===== src/rtl/router_pkg.sv =====
`default_nettype none
// ============================================================================
//  Module      : router_pkg
//  Description : Shared router constants and types. The round-robin arbiter
//                and the router datapath both import this package.
//  Revision    : 1.0 - initial release
// ============================================================================
package router_pkg;

    localparam int unsigned c_data_width = 8;
    localparam int unsigned c_num_ports  = 4;

    // Index of one of the four router ports
    typedef logic [1:0] port_idx_t;

    // Round-robin successor of a port index; 3 wraps to 0
    function automatic port_idx_t next_idx(input port_idx_t idx);
        return idx + port_idx_t'(1);
    endfunction

endpackage
`default_nettype wire


===== src/rtl/router_rr_arbiter_if.sv =====
`default_nettype none
// ============================================================================
//  Module      : router_rr_arbiter_if
//  Description : Input and output beat bundles of the 4x4 round-robin router
//                arbiter. master = traffic source/sink, slave = arbiter.
//  Revision    : 1.0 - initial release
// ============================================================================
interface router_rr_arbiter_if
    import router_pkg::*;
#(
    parameter int unsigned DATA_WIDTH = c_data_width
) ();

    logic [3:0][DATA_WIDTH-1:0] in_data;
    port_idx_t [3:0]            in_dest;
    logic [3:0]                 in_valid;
    logic [3:0]                 in_ready;
    logic [3:0][DATA_WIDTH-1:0] out_data;
    port_idx_t [3:0]            out_src;
    logic [3:0]                 out_valid;
    logic [3:0]                 out_ready;

    modport master (
        output in_data, in_dest, in_valid, out_ready,
        input  in_ready, out_data, out_src, out_valid
    );

    modport slave (
        input  in_data, in_dest, in_valid, out_ready,
        output in_ready, out_data, out_src, out_valid
    );

endinterface
`default_nettype wire


===== src/rtl/router_rr_arbiter_rr_arb4.sv =====
`default_nettype none
// ============================================================================
//  Module      : rr_arb4
//  Description : Combinational 4-way round-robin arbiter. It grants the first
//                requester found when searching from i_ptr upward, modulo 4.
//  Revision    : 1.0 - initial release
// ============================================================================
module rr_arb4
    import router_pkg::*;
(
    input  wire logic [3:0] i_req,
    input  wire port_idx_t  i_ptr,
    output logic [3:0]      o_grant,
    output port_idx_t       o_grant_idx,
    output logic            o_grant_valid
);

    port_idx_t w_idx;

    // Scan from farthest to nearest offset so the requester closest to i_ptr wins
    always_comb begin
        o_grant       = '0;
        o_grant_idx   = '0;
        o_grant_valid = 1'b0;
        w_idx         = '0;
        for (int k = 3; k >= 0; k--) begin
            w_idx = i_ptr + port_idx_t'(k);
            if (i_req[w_idx]) begin
                o_grant       = 4'b0001 << w_idx;
                o_grant_idx   = w_idx;
                o_grant_valid = 1'b1;
            end
        end
    end

endmodule
`default_nettype wire


===== src/rtl/router_rr_arbiter.sv =====
`default_nettype none
// ============================================================================
//  Module      : router_rr_arbiter
//  Description : 4x4 router crossbar. Each output has its own round-robin
//                arbiter and a one-deep output register. Grants go only to
//                outputs whose register is empty or is draining this cycle.
//  Revision    : 1.0 - initial release
// ============================================================================
module router_rr_arbiter
    import router_pkg::*;
#(
    parameter int unsigned DATA_WIDTH = c_data_width,
    parameter int unsigned NUM_PORTS  = c_num_ports
) (
    input  wire logic           clk,
    input  wire logic           rst,
    router_rr_arbiter_if.slave  bus
);

    logic [3:0][3:0]            w_arb_req;
    logic [3:0][3:0]            w_grant;
    port_idx_t [3:0]            w_grant_idx;
    logic [3:0]                 w_grant_valid;
    logic [3:0]                 w_can_accept;
    logic [3:0]                 w_in_ready;

    port_idx_t [3:0]            r_ptr;
    logic [3:0][DATA_WIDTH-1:0] r_out_data;
    port_idx_t [3:0]            r_out_src;
    logic [3:0]                 r_out_valid;

    // Per-output requests. They are masked while the output is stalled or in reset.
    always_comb begin
        w_arb_req    = '0;
        w_can_accept = '0;
        for (int o = 0; o < 4; o++) begin
            w_can_accept[o] = !r_out_valid[o] || bus.out_ready[o];
            for (int i = 0; i < 4; i++) begin
                w_arb_req[o][i] = bus.in_valid[i] && (bus.in_dest[i] == port_idx_t'(o))
                                  && w_can_accept[o] && !rst;
            end
        end
    end

    for (genvar o = 0; o < NUM_PORTS; o++) begin : g_arb
        rr_arb4 u_arb (
            .i_req         (w_arb_req[o]),
            .i_ptr         (r_ptr[o]),
            .o_grant       (w_grant[o]),
            .o_grant_idx   (w_grant_idx[o]),
            .o_grant_valid (w_grant_valid[o])
        );
    end

    // An input requests one output at most, so OR-ing the grants yields at most one grant per input
    always_comb begin
        w_in_ready = '0;
        for (int o = 0; o < 4; o++) begin
            w_in_ready = w_in_ready | w_grant[o];
        end
    end

    // Output registers and round-robin pointers: a grant loads, a drain without a grant clears
    always_ff @(posedge clk) begin
        if (rst) begin
            r_ptr       <= '0;
            r_out_data  <= '0;
            r_out_src   <= '0;
            r_out_valid <= '0;
        end else begin
            for (int o = 0; o < 4; o++) begin
                if (w_grant_valid[o]) begin
                    r_out_data[o]  <= bus.in_data[w_grant_idx[o]];
                    r_out_src[o]   <= w_grant_idx[o];
                    r_out_valid[o] <= 1'b1;
                    r_ptr[o]       <= next_idx(w_grant_idx[o]);
                end else if (bus.out_ready[o]) begin
                    r_out_valid[o] <= 1'b0;
                end
            end
        end
    end

    assign bus.in_ready  = w_in_ready;
    assign bus.out_data  = r_out_data;
    assign bus.out_src   = r_out_src;
    assign bus.out_valid = r_out_valid;

endmodule
`default_nettype wire


===== src/flat_wrapper.sv =====
// flat-port wrapper written by rule: the top's interface ports become plain ports
module router_rr_arbiter_flat import router_pkg::*;
#(
    parameter int unsigned DATA_WIDTH = c_data_width,
    parameter int unsigned NUM_PORTS  = c_num_ports
)
  (clk, rst, bus_in_data, bus_in_dest, bus_in_valid, bus_out_ready, bus_in_ready, bus_out_data, bus_out_src, bus_out_valid);
  router_rr_arbiter_if #(.DATA_WIDTH(DATA_WIDTH)) bus_i ();
  input  wire logic clk;
  input  wire logic rst;
  input wire logic [$bits(bus_i.in_data)-1:0] bus_in_data;
  input wire logic [$bits(bus_i.in_dest)-1:0] bus_in_dest;
  input wire logic [$bits(bus_i.in_valid)-1:0] bus_in_valid;
  input wire logic [$bits(bus_i.out_ready)-1:0] bus_out_ready;
  output wire logic [$bits(bus_i.in_ready)-1:0] bus_in_ready;
  output wire logic [$bits(bus_i.out_data)-1:0] bus_out_data;
  output wire logic [$bits(bus_i.out_src)-1:0] bus_out_src;
  output wire logic [$bits(bus_i.out_valid)-1:0] bus_out_valid;
  assign bus_i.in_data = bus_in_data;
  assign bus_i.in_dest = bus_in_dest;
  assign bus_i.in_valid = bus_in_valid;
  assign bus_i.out_ready = bus_out_ready;
  assign bus_in_ready = bus_i.in_ready;
  assign bus_out_data = bus_i.out_data;
  assign bus_out_src = bus_i.out_src;
  assign bus_out_valid = bus_i.out_valid;
  router_rr_arbiter #(.DATA_WIDTH(DATA_WIDTH), .NUM_PORTS(NUM_PORTS)) u_core (.clk(clk), .rst(rst), .bus(bus_i));
endmodule

===== config.mk =====
export PLATFORM = sky130hd
export DESIGN_NAME = router_rr_arbiter_flat
export DESIGN_NICKNAME = d
export VERILOG_FILES = /design/src/rtl/router_pkg.sv /design/src/rtl/router_rr_arbiter_if.sv /design/src/rtl/router_rr_arbiter_rr_arb4.sv /design/src/rtl/router_rr_arbiter.sv /design/src/flat_wrapper.sv
export SDC_FILE = /design/constraint.sdc
export NUM_CORES = 1
export LEC_CHECK = 0
export BUFFER_PORTS_ARGS = -buffer_cell sky130_fd_sc_hd__buf_4
export CORE_MARGIN = 2
export CORE_UTILIZATION = 53
export CTS_BUF_LIST = sky130_fd_sc_hd__clkbuf_4 sky130_fd_sc_hd__clkbuf_8
export DETAILED_ROUTE_END_ITERATION = 12
export GPL_TIMING_DRIVEN = 0
export PLACE_DENSITY_LB_ADDON = 0.2
export RECOVER_POWER = 100
export SYNTH_ARGS = -nofsm -noshare
export SYNTH_HDL_FRONTEND = slang
export SYNTH_HIERARCHICAL = 1
export SYNTH_SLANG_ARGS = --single-unit

===== constraint.sdc =====
create_clock -name clk -period 3.2 [get_ports clk]
set_input_delay 0.64 -clock clk [delete_from_list [all_inputs] [get_ports clk]]
set_output_delay 0.64 -clock clk [all_outputs]
set_load 0.02 [all_outputs]

# Word level (Yosys, flattened, before mapping)
# Index checks and enable logic that the tools add are counted.
# W data, S select, Z words.
# op_classes
bitwise_logic,3
n_addsub,16
n_mux,96
n_eq_ne,12
n_mul,0
reduce_logical,65
div,0
n_shift,16
order_cmp,20
# op_table
operator,n
$bmux W8 S2,4
$mux W4,16
$shl A1 B2 Y4 const A,16
$lt A2 B3 Y1 const B,20
$logic_and A1 B1 Y1,48
$mux W1,40
$bmux W1 S2,16
$mux W2,16
$mux W8,4
$add A2 B1 Y2 const B,8
$add A2 B2 Y2 const B,8
$eq A2 B2 Y1 const B,8
$or A4 B4 Y4,3
$eq A2 B1 Y1 const B,4
$logic_not A2 Y1,4
$reduce_bool A2 Y1,4
$logic_not A1 Y1,5
$logic_or A1 B1 Y1,4
# totals
elab_cells,244
inputBits,50
latch_bits,0
ram_bits,0
romBits,0
out_inout_bits,48
regBits,52
n_memories,0

# Longest topological paths before layout
# Gate-level depths: netlist of run 1.
# logic_depth
ltp_word,13
mapped_depth,12
depth_no_buf,8

# By module
# The synthesis of run 1 kept the hierarchy.
# by_module_without_submodules
module,seq_area_each_um2,cells_per_inst,area_per_inst_um2,n_inst
router_rr_arbiter,1041.0,289,3129.3,1
rr_arb4,0.0,61,509.2,4

# Worst setup path after synthesis of run 1
# Ideal clock, no wire load.
# synth_path
path_kind,input port to output port
startpoint,input port rst
endpoint,output port bus_in_ready[0]
path_slack_ps,-346
required_ps,2560
t_arrival_ps,2906
n_path_buf,1
stages,8
path_cell_list,buf_2 nand2b_1 nor4_1 mux4_2 nor2b_4 a22oi_1 a31oi_1 or4_1
# synth_lines
element,line_no,rtl
from (decl),flat_wrapper.sv:10,input wire logic rst;
to (decl),flat_wrapper.sv:15,output wire logic [$bits(bus_i.in_ready)-1:0] bus_in_ready;

==> metrics.txt, run 1 <==
Tightest Hold Check Type=reg2reg; r2r startpoint=u_core/bus.out_valid[1]; most common cell in the netlist=mux2i_1; initial antenna violation count=0; hold-fix buffers at CTS=0; VDD IR max=261 µV; max-cap viol count=0; Unique masters post-synth=43; vias in the first global route=4,729; Final Setup Violations=4; failing checks=negative setup slack; n_diodes=0; maximum root-to-sink buffer count=2; Synth Flop Type=dfxtp_1; GRT Total Usage=28.7%; final period utilization=111%; Lkg Pwr=2.54 nW; P&R area growth vs syn=27.9%; Synth Warn #=6; Starting Density=53.8%; met2 GRT Util=49.0%; CTS tree=done; DR vias=4,885; Vias per Instance=6.08; DRT Pass-1 Iters=5; gr ovfl total=0; Worst-Skew Late Latency=310 ps; Slew Limit Headroom=56.5%; I/O Pins=98; post-synth top area cell=dfxtp_1; Setup Crit Path Kind=in2out; Synth Area per Inst=9.69 µm²; crit start category=primary input; fin. max-slew vios=0; Req. time, crit path=2560 ps; Initial DRC Count=216; # H-tree levels=2; pin count of the biggest net entering global routing=16; Worst R2R End=u_core/bus.out_data[14]; WP data arrival=2920 ps; routability cong.=0.998; ys async rst share=0%; Slew @ Worst Pin=648 ps; routed wire length per instance=19.2 µm; HPWL after DPL=11.4 mm; hold depth=2; Max Freq=0.281 GHz; Synth top cells by count=72 x mux2i_1, 52 x dfxtp_1, 48 x nor2_1; final wirelength=15.4 mm; DR DRC count=0; met3 usage=4.68%; reg2reg setup slack=420 ps; Die ar.=10,600 µm²; power density cells=311 nW/µm²; height of the die=103 µm; Hold Path End=u_core/bus.out_src[5]; syn_nets=615; die width=103 µm; CTS Buf Count=5; hold slack=499 ps; gr busiest metal=met2; Row Count=36; Max FO, Critical Path=10; RSZ-0062 raised after global routing=yes; first-pass GRT wire length=23.9 mm; final hold vios=0; Seq cells post-synth=52; minimum clock period=3560 ps; Cells after Synth=533; met1 Resource Use GR=36.7%; R2R depth=11; Worst Skew=4.14 ps; root buf cell=clkbuf_8; post-synth top area share=20.2%; Hold Crit Start=u_core/bus.out_src[5]; outcome=finished with violations; layout cell share with drive strength beyond 1=35.0%; EDFF count, synth=0; Clock Sinks=52; clock slew at reported path FFs=90 ps; Cell Area, Synth=5170 µm²; final net count=752; I/O Buffers=97; sequential area share after synthesis=20.2%; Core ar.=9590 µm²; Crit. End Element=output pin; Setup WS post-layout=-361 ps; Pwr Total=2.05 mW; Area contributors post-synth=dfxtp_1 20%, mux2i_1 14%, ha_1 7.8%; number of routed nets with antenna violations=0
-- worst max-delay path, stage by stage --
cell and delay [ps]:
buf_12 110, buf_8 130, nand3b_1 230, nor3b_1 260
buf_6 170, mux4_2 340, nor2b_4 80, a22oi_2 160
a31oi_1 130, or4_4 530, buf_6 140
-- cells by family (layout without fill, tap and decap cells) --
kind of cell    Yosys count  in the layout  share of synthesized area (%)
buf+inv                  53            191                           7.29
simple gates            184            184                           23.8
compound gates          112            112                           18.1
fa+ha+maj                32             32                           7.75
mux                      96             96                           22.3
flops                    52             52                           20.2
xor+xnor                  4              4                          0.678
-- where the power goes --
| part | switching, mW | internal (mW) | total, mW |
|---|---|---|---|
| clock network | 0.217 | 0.241 | 0.458 |
| logic | 0.475 | 0.385 | 0.860 |
| registers | 0.0424 | 0.694 | 0.736 |
-- through the flow --
step,instance area [µm²],util (%),std cells,setup slack (ps),setup TNS (ps)
after global placement,6170,64.3,763,-570,-15240
final,6610,68.9,804,-361,-1410
after floorplan,5270,-,533,-48.1,-112
after CTS,6460,67.3,784,-438,-1680
after detailed placement,6170,64.3,763,-627,-17710
after global routing,6610,68.9,804,-446,-1660
-- metal layers --
layer | part of all wire, % | vias to the layer above
li1 | - | 2348
met1 | 41 | 2312
met2 | 50 | 185
met3 | 6.3 | 40
met4 | 2.8 | 0
met5 | 0 | -
-- flip-flops by register name, indices dropped and copies added (netlist names) --
signal and count:
u_core/bus.out_src 8, u_core/bus.out_valid 4, u_core/bus.out_data 32, u_core/r_ptr 8
-- worst max-delay path by stage --
stage | to | start | depth (start not counted) | slack (ps)
final | bus_in_ready[1] | rst | 11 | -360
after floorplan | bus_in_ready[1] | rst | 9 | -50
after global placement | bus_in_ready[2] | rst | 11 | -570
after CTS | bus_in_ready[1] | rst | 11 | -440
after global routing | bus_in_ready[0] | rst | 11 | -450
after detailed placement | bus_in_ready[1] | rst | 11 | -630
-- layout make-up --
class                      count  area, µm²
buffer                        37        313
clock buffer                   6       76.3
clock inverter                 2       35.0
fill                         802       2990
inverter                      14       63.8
multi-input combinational    428       4000
sequential                    52       1070
tap                          133        166
timing repair buffer         132        878
-- cells in the final DEF (no fill, tap or decap), types with 10 or more instances in the layout --
cell type | netlist | layout
inv_1 | 14 | 11
nor2_1 | 48 | 48
buf_4 | 4 | 84
a31oi_1 | 16 | 11
or3b_1 | 35 | 35
o221ai_1 | 18 | 18
dfxtp_1 | 52 | 44
buf_6 | 19 | 22
ha_1 | 32 | 32
a22oi_1 | 16 | 10
clkbuf_1 | 0 | 48
a21oi_1 | 14 | 14
buf_2 | 16 | 10
o21ai_0 | 12 | 12
mux2i_1 | 72 | 72
o221ai_2 | 18 | 18
nand4_1 | 16 | 16
-- timing repair --
action                     in CTS  in global routing
gates resized for setup        25                 38
hold endpoints to repair        0                  0
setup endpoints to repair      37                 20
pin swaps                      12                 19
buffers inserted               13                 22
(Power assumes the default switching activity.)
==> inputs of run 2 (changes only) <==
--- a/config.mk
+++ b/config.mk
@@ -11,8 +11,9 @@
 export CTS_BUF_LIST = sky130_fd_sc_hd__clkbuf_4 sky130_fd_sc_hd__clkbuf_8
 export DETAILED_ROUTE_END_ITERATION = 12
 export GPL_TIMING_DRIVEN = 0
-export PLACE_DENSITY_LB_ADDON = 0.2
+export PLACE_DENSITY = 0.82
 export RECOVER_POWER = 100
+export SLEW_MARGIN = 20
 export SYNTH_ARGS = -nofsm -noshare
 export SYNTH_HDL_FRONTEND = slang
 export SYNTH_HIERARCHICAL = 1
==> run 2 against run 1 <==
Net effect:
- the flow still finishes with violations (negative setup slack)
- routed wire length is 4.4% higher
- via count is 3.0% higher
- sequential share of layout area is 0.11 points lower
- critical path depth is 1 higher
- sequential cell count stayed put
- worst setup slack worse by 60 ps
- clock skew is 2.3 ps higher
- utilization is 0.48 points higher
- global-route usage is 0.37 points higher
- critical endpoint is now bus_in_ready[2]
==> metrics.txt, run 2 (synthesis gave the netlist of run 1 again) <==
Setup Slack @ Placement=-654 ps (-27.0 ps); RSZ-0062 raised after global routing=yes; final net count=756 (+0.53%); final hold vios=0 (unchanged); # H-tree levels=2 (unchanged); Post-Layout Inst Area=6650 µm² (+0.70%); Starting Density=53.8% (unchanged); fin. max-slew vios=0 (unchanged); root buf cell=clkbuf_8; height of the die=103 µm (unchanged); Worst Skew=6.49 ps (+2.35 ps); minimum clock period=3620 ps (+59.7 ps); VDD IR max=245 µV (-6.2%); CTS tree=done; DR DRC count=0 (unchanged); initial antenna violation count=0 (unchanged); placed inst area=6170 µm² (unchanged); crit start category=primary input; CP dominant cell by count=buf_6; Clock Sinks=52 (unchanged); Slew Limit Headroom=40.4% (-16 points); Vias per Instance=6.23 (+2.5%); max reg flops=32 (unchanged); Core ar.=9590 µm² (unchanged); Max stage delay on crit path=550 ps (+20 ps); final wirelength=16.1 mm (+4.4%); DR vias=5,033 (+3.0%); die width=103 µm (unchanged); P&R area growth vs syn=28.8%; filler cell count=753 (-6.1%); Tightest Hold Check Type=reg2reg; CTS Buf Count=5 (unchanged); Final Non-Filler Cells=808 (+0.50%); Hold Crit Start=u_core/bus.out_src[2]; Die ar.=10,600 µm² (unchanged); Lkg Pwr=2.55 nW (+0.38%); Worst-Skew Late Latency=300 ps (about the same); Max FO, Critical Path=10 (unchanged); Setup Crit Path Kind=in2out; crit path launch=rst; Initial DRC Count=244 (+13%); number of routed nets with antenna violations=0 (unchanged); routed wire length per instance=19.9 µm (+3.9%); Slew @ Worst Pin=888 ps (+240 ps); vias in the first global route=4,569 (-3.4%); Max Freq=0.276 GHz (-1.6%); DRT Pass-1 Iters=5 (unchanged); most frequent cells in the layout=87 x buf_4, 72 x mux2i_1, 48 x clkbuf_1, 48 x nor2_1, 44 x dfxtp_1; worst path cell trace=buf_12 > buf_8 > nand3b_1 > nor3_2 > buf_6 > mux4_2 > nor2b_4 > buf_6 > a22oi_2 > a31oi_2 > or4_4 > buf_6; layout cell share with drive strength beyond 1=35.4% (+0.39 points); final period utilization=113% (+1.9 points); maximum root-to-sink buffer count=2 (unchanged); failing checks=negative setup slack; I/O Buffers=97 (unchanged); GRT Total Usage=29.1% (+0.37 points); outcome=finished with violations; Slowest cell on crit path=or4_4; Req. time, crit path=2560 ps (about the same); gr ovfl total=0 (unchanged); Setup WS post-layout=-421 ps (-59.7 ps); Row Count=36 (unchanged); hold-fix buffers at CTS=0 (unchanged); first-pass GRT wire length=24.0 mm (+0.61%); HPWL after DPL=11.5 mm (+0.95%); Final Setup Violations=4 (unchanged); max-cap viol count=0 (unchanged); pin count of the biggest net entering global routing=16 (unchanged); clock slew at reported path FFs=100 ps (about the same); r2r startpoint=u_core/bus.out_valid[1]; Inst Count DP=763 (unchanged); n_diodes=0 (unchanged); WP data arrival=2980 ps (+60 ps); commonest non-fill, non-tap cell in the layout=buf_4; routability cong.=1.02 (+2.0%); CP delay by family, top=simple AND/OR/NAND/NOR gates; Crit. End Element=output pin; power density cells=314 nW/µm² (+1.1%); I/O Pins=98 (unchanged); Buf/Inv on CP=5 (+1)
## run 2: changes by cell type in the layout (fill, tap and decap cells not counted), sizes merged
cell	before	now
buf	120	125
dlymetal6s2s	1	0
## run 2: where the power goes
part           switching [mW]  internal (mW)
Sequential             0.0458          0.694
Combinational           0.485          0.400
Clock                   0.225          0.241
## run 2: per-stage QoR
| step | setup TNS (ps) | hold WS [ps] | power [mW] | util (%) |
|---|---|---|---|---|
| 2_1_floorplan | -112 | 583 | 1.28 | - |
| 3_3_place_gp | -15460 | 483 | 1.53 | 64.3 |
| 3_5_place_dp | -19840 | 486 | 1.55 | 64.3 |
| 4_1_cts | -1720 | 509 | 2.05 | 67.5 |
| 5_1_grt | -2800 | 531 | 2.19 | 69.4 |
| 6_report | -1530 | 505 | 2.09 | 69.4 |
## run 2: timing repair
item / CTS / global route
gates resized for setup: 32 / 41
endpoints found under the hold margin: 0 / 0
pin swaps: 17 / 22
buffers inserted: 11 / 27
setup endpoints to repair: 37 / 18
## run 2: area by class of cell
class	instances	area [µm²]	share of cell area, %
clock inverter	2	35.0	0.527
buffer	38	330	4.96
tap	133	166	2.50
sequential	52	1070	16.1
multi-input combinational	428	4020	60.4
timing repair buffer	135	895	13.4
inverter	14	63.8	0.959
clock buffer	6	76.3	1.15
## run 2: worst paths after layout
check / end / slack [ps] / cells past startpoint
worst max-delay path: bus_in_ready[2] / -420 / 12
worst min-delay path: u_core/bus.out_src[2] / 510 / 2
worst max register to register: u_core/bus.out_data[11] / 230 / 10
worst min register to register: u_core/bus.out_src[2] / 510 / 2
## run 2: worst min-delay path, delay by kind of cell (launching register included)
family	cells	cell delay, ps
DFF	1	340
and+or+nand+nor	1	70
muxes	1	60
## run 2: metal layers
| layer | up-vias | wire (µm) | GRT usage (%) |
|---|---|---|---|
| met2 | 201 | 8200 | 50.1 |
| met1 | 2441 | 6830 | 38.4 |
| met5 | - | 0 | 0 |
| met3 | 40 | 644 | 2.78 |
| met4 | 0 | 433 | 9.41 |
| li1 | 2351 | - | - |
==> inputs of run 3 (changes only) <==
--- a/config.mk
+++ b/config.mk
@@ -13,6 +13,7 @@
 export GPL_TIMING_DRIVEN = 0
 export PLACE_DENSITY = 0.82
 export RECOVER_POWER = 100
+export REMOVE_ABC_BUFFERS = 1
 export SLEW_MARGIN = 20
 export SYNTH_ARGS = -nofsm -noshare
 export SYNTH_HDL_FRONTEND = slang
==> run 3 against run 2 <==
Net effect:
- die area did not move
- the run still ends with negative setup slack left
- fmax up 3.3%
- first-iteration DRC count shrank 2.0%
- register-to-register slack better by 170 ps
- sequential share of layout area is 0.58 points higher
- sequential power grew 0.8%
- clock power shrank 9.4%
- global-route usage up 0.14 points
- worst hold slack got worse by 0.97 ps
- non-clock buffer count is 43 lower
- critical path type unchanged
==> metrics.txt, run 3 (synthesis gave the netlist of run 1 again) <==
first-pass GRT wire length=24.3 mm (+1.1%); Pint=1.23 mW (-7.6%); number of routed nets with antenna violations=0 (unchanged); pin count of the biggest net entering global routing=35 (+19); Psw=774 µW (+2.4%); Lkg Pwr=2.39 nW (-6.4%); CTS Buf Count=5 (unchanged); max-cap viol count=0 (unchanged); Starting Density=53.8% (unchanged); CP delay by family, top=simple AND/OR/NAND/NOR gates; DR vias=4,995 (-0.76%); outcome=finished with violations; commonest non-fill, non-tap cell in the layout=buf_4; routed wire length per instance=21.0 µm (+5.5%); Clock Sinks=52 (unchanged); WP data arrival=2870 ps (-110 ps); Max Freq=0.285 GHz (+3.3%); # H-tree levels=2 (unchanged); Final Non-Filler Cells=765 (-5.3%); hold slack=504 ps (-0.970 ps); height of the die=103 µm (unchanged); layout cell share with drive strength beyond 1=31.6% (-3.8 points); failing checks=negative setup slack; n_diodes=0 (unchanged); final wirelength=16.1 mm (-0.15%); worst path cell trace=buf_16 > nand3b_1 > nor3b_4 > mux4_2 > nor2b_4 > a22oi_1 > a31oi_1 > or4_1 > buf_6; Final Setup Violations=4 (unchanged); DR DRC count=0 (unchanged); most frequent cells in the layout=77 x buf_4, 72 x mux2i_1, 48 x nor2_1; share of power burned in registers=37.2% (+1.8 points); Setup Slack @ Placement=-1140 ps (-483 ps); clock share of power=21.0% (-1.3 points); switch share=38.6% (+2.4 points); fin. max-slew vios=0 (unchanged); placed inst area=5780 µm² (-6.3%); Setup Crit Path Kind=in2out; Comb pwr share=41.8% (-0.5 points); Vias per Instance=6.53 (+4.8%); Buf/Inv on CP=2 (-3); gr ovfl total=0 (unchanged); Max stage delay on crit path=560 ps (about the same); Max FO, Critical Path=6 (-4); routability cong.=0.933 (-8.3%); Slew @ Worst Pin=776 ps (-112 ps); power density cells=313 nW/µm² (-0.50%); crit start category=primary input; Die ar.=10,600 µm² (unchanged); Slew Limit Headroom=48.1% (+7.8 points); Setup WS post-layout=-306 ps (+115 ps); root buf cell=clkbuf_8; I/O Buffers=97 (unchanged); initial antenna violation count=1 (+1); Post-Layout Inst Area=6420 µm² (-3.5%); clock slew at reported path FFs=110 ps (about the same); minimum clock period=3510 ps (-115 ps); HPWL after DPL=10.4 mm (-10%); Inst Count DP=724 (-5.1%); Worst Skew=11.5 ps (+4.99 ps); Crit. End Element=output pin; Row Count=36 (unchanged); final hold vios=0 (unchanged); Slowest cell on crit path=or4_1; RSZ-0062 raised after global routing=yes; Worst-Skew Late Latency=320 ps (+20 ps); final period utilization=110% (-3.6 points); I/O Pins=98 (unchanged); vias in the first global route=4,786 (+4.7%); VDD IR max=202 µV (-17%); final net count=713 (-5.7%); Pwr Total=2.01 mW (-4.0%); Tightest Hold Check Type=reg2reg; GRT Total Usage=29.2% (+0.14 points); DRT Pass-1 Iters=5 (unchanged); Initial DRC Count=239 (-2.0%); Req. time, crit path=2560 ps (about the same); max reg flops=32 (unchanged); filler cell count=781 (+3.7%); die width=103 µm (unchanged); CTS tree=done; Core ar.=9590 µm² (unchanged); maximum root-to-sink buffer count=2 (unchanged); P&R area growth vs syn=24.3%
## run 3: path summary, 6_finish.rpt
path,start,to,slack [ps],depth (start not counted)
max,rst,bus_in_ready[0],-310,9
min,u_core/bus.out_src[7],u_core/bus.out_src[7],500,2
max reg2reg,u_core/bus.out_valid[1],u_core/bus.out_data[14],400,9
min reg2reg,u_core/bus.out_src[7],u_core/bus.out_src[7],500,2
## run 3: area by class of cell
| class | instances | area (µm²) | area share, % |
|---|---|---|---|
| Clock inverter | 2 | 17.5 | 0.273 |
| Multi-Input combinational cell | 428 | 4110 | 64.0 |
| Clock buffer | 6 | 76.3 | 1.19 |
| Timing Repair Buffer | 130 | 928 | 14.5 |
| Sequential cell | 52 | 1070 | 16.7 |
| Inverter | 14 | 52.6 | 0.818 |
| Tap cell | 133 | 166 | 2.59 |
## run 3: metal layers
layer | vias to the layer above | GRT usage [%] | part of all wire (%)
li1 | 2267 | - | -
met1 | 2413 | 34.0 | 38
met2 | 279 | 53.2 | 51
met3 | 36 | 7.46 | 9.2
met4 | 0 | 8.00 | 1.9
met5 | - | 0 | 0
## run 3: per-stage QoR
stage | utilization [%] | TNS (ps)
detailed placement | 60.3 | -42600
finish | 66.9 | -1160
CTS | 67.6 | -888
global placement | 59.8 | -63970
floorplan | - | -15210
global route | 66.9 | -1300
## run 3: timing repair
action	CTS	global route
pin swaps	27	11
hold endpoints to repair	0	0
buffers inserted	22	8
hold buffers	0	0
cloned	3	0
endpoints found under the setup margin	49	27
gates resized for setup	78	9
## run 3: power by group through the flow
stage                     logic, mW  clock network (mW)  registers (mW)
final                         0.839               0.422           0.746
after global routing          0.894               0.448           0.752
after CTS                     0.810               0.425           0.751
after detailed placement      0.714                   0           0.768
after global placement        0.685                   0           0.766
after floorplan               0.415                   0           0.800
## run 3: worst reg2reg max path: cells and delay by family, from the launching register on
family	cells	cell delay, ps
AO/OA/AOI/OAI	1	250
buffers and inverters	1	150
flip-flops	1	360
multiplexers	2	590
AND/OR/NAND/NOR	5	1380
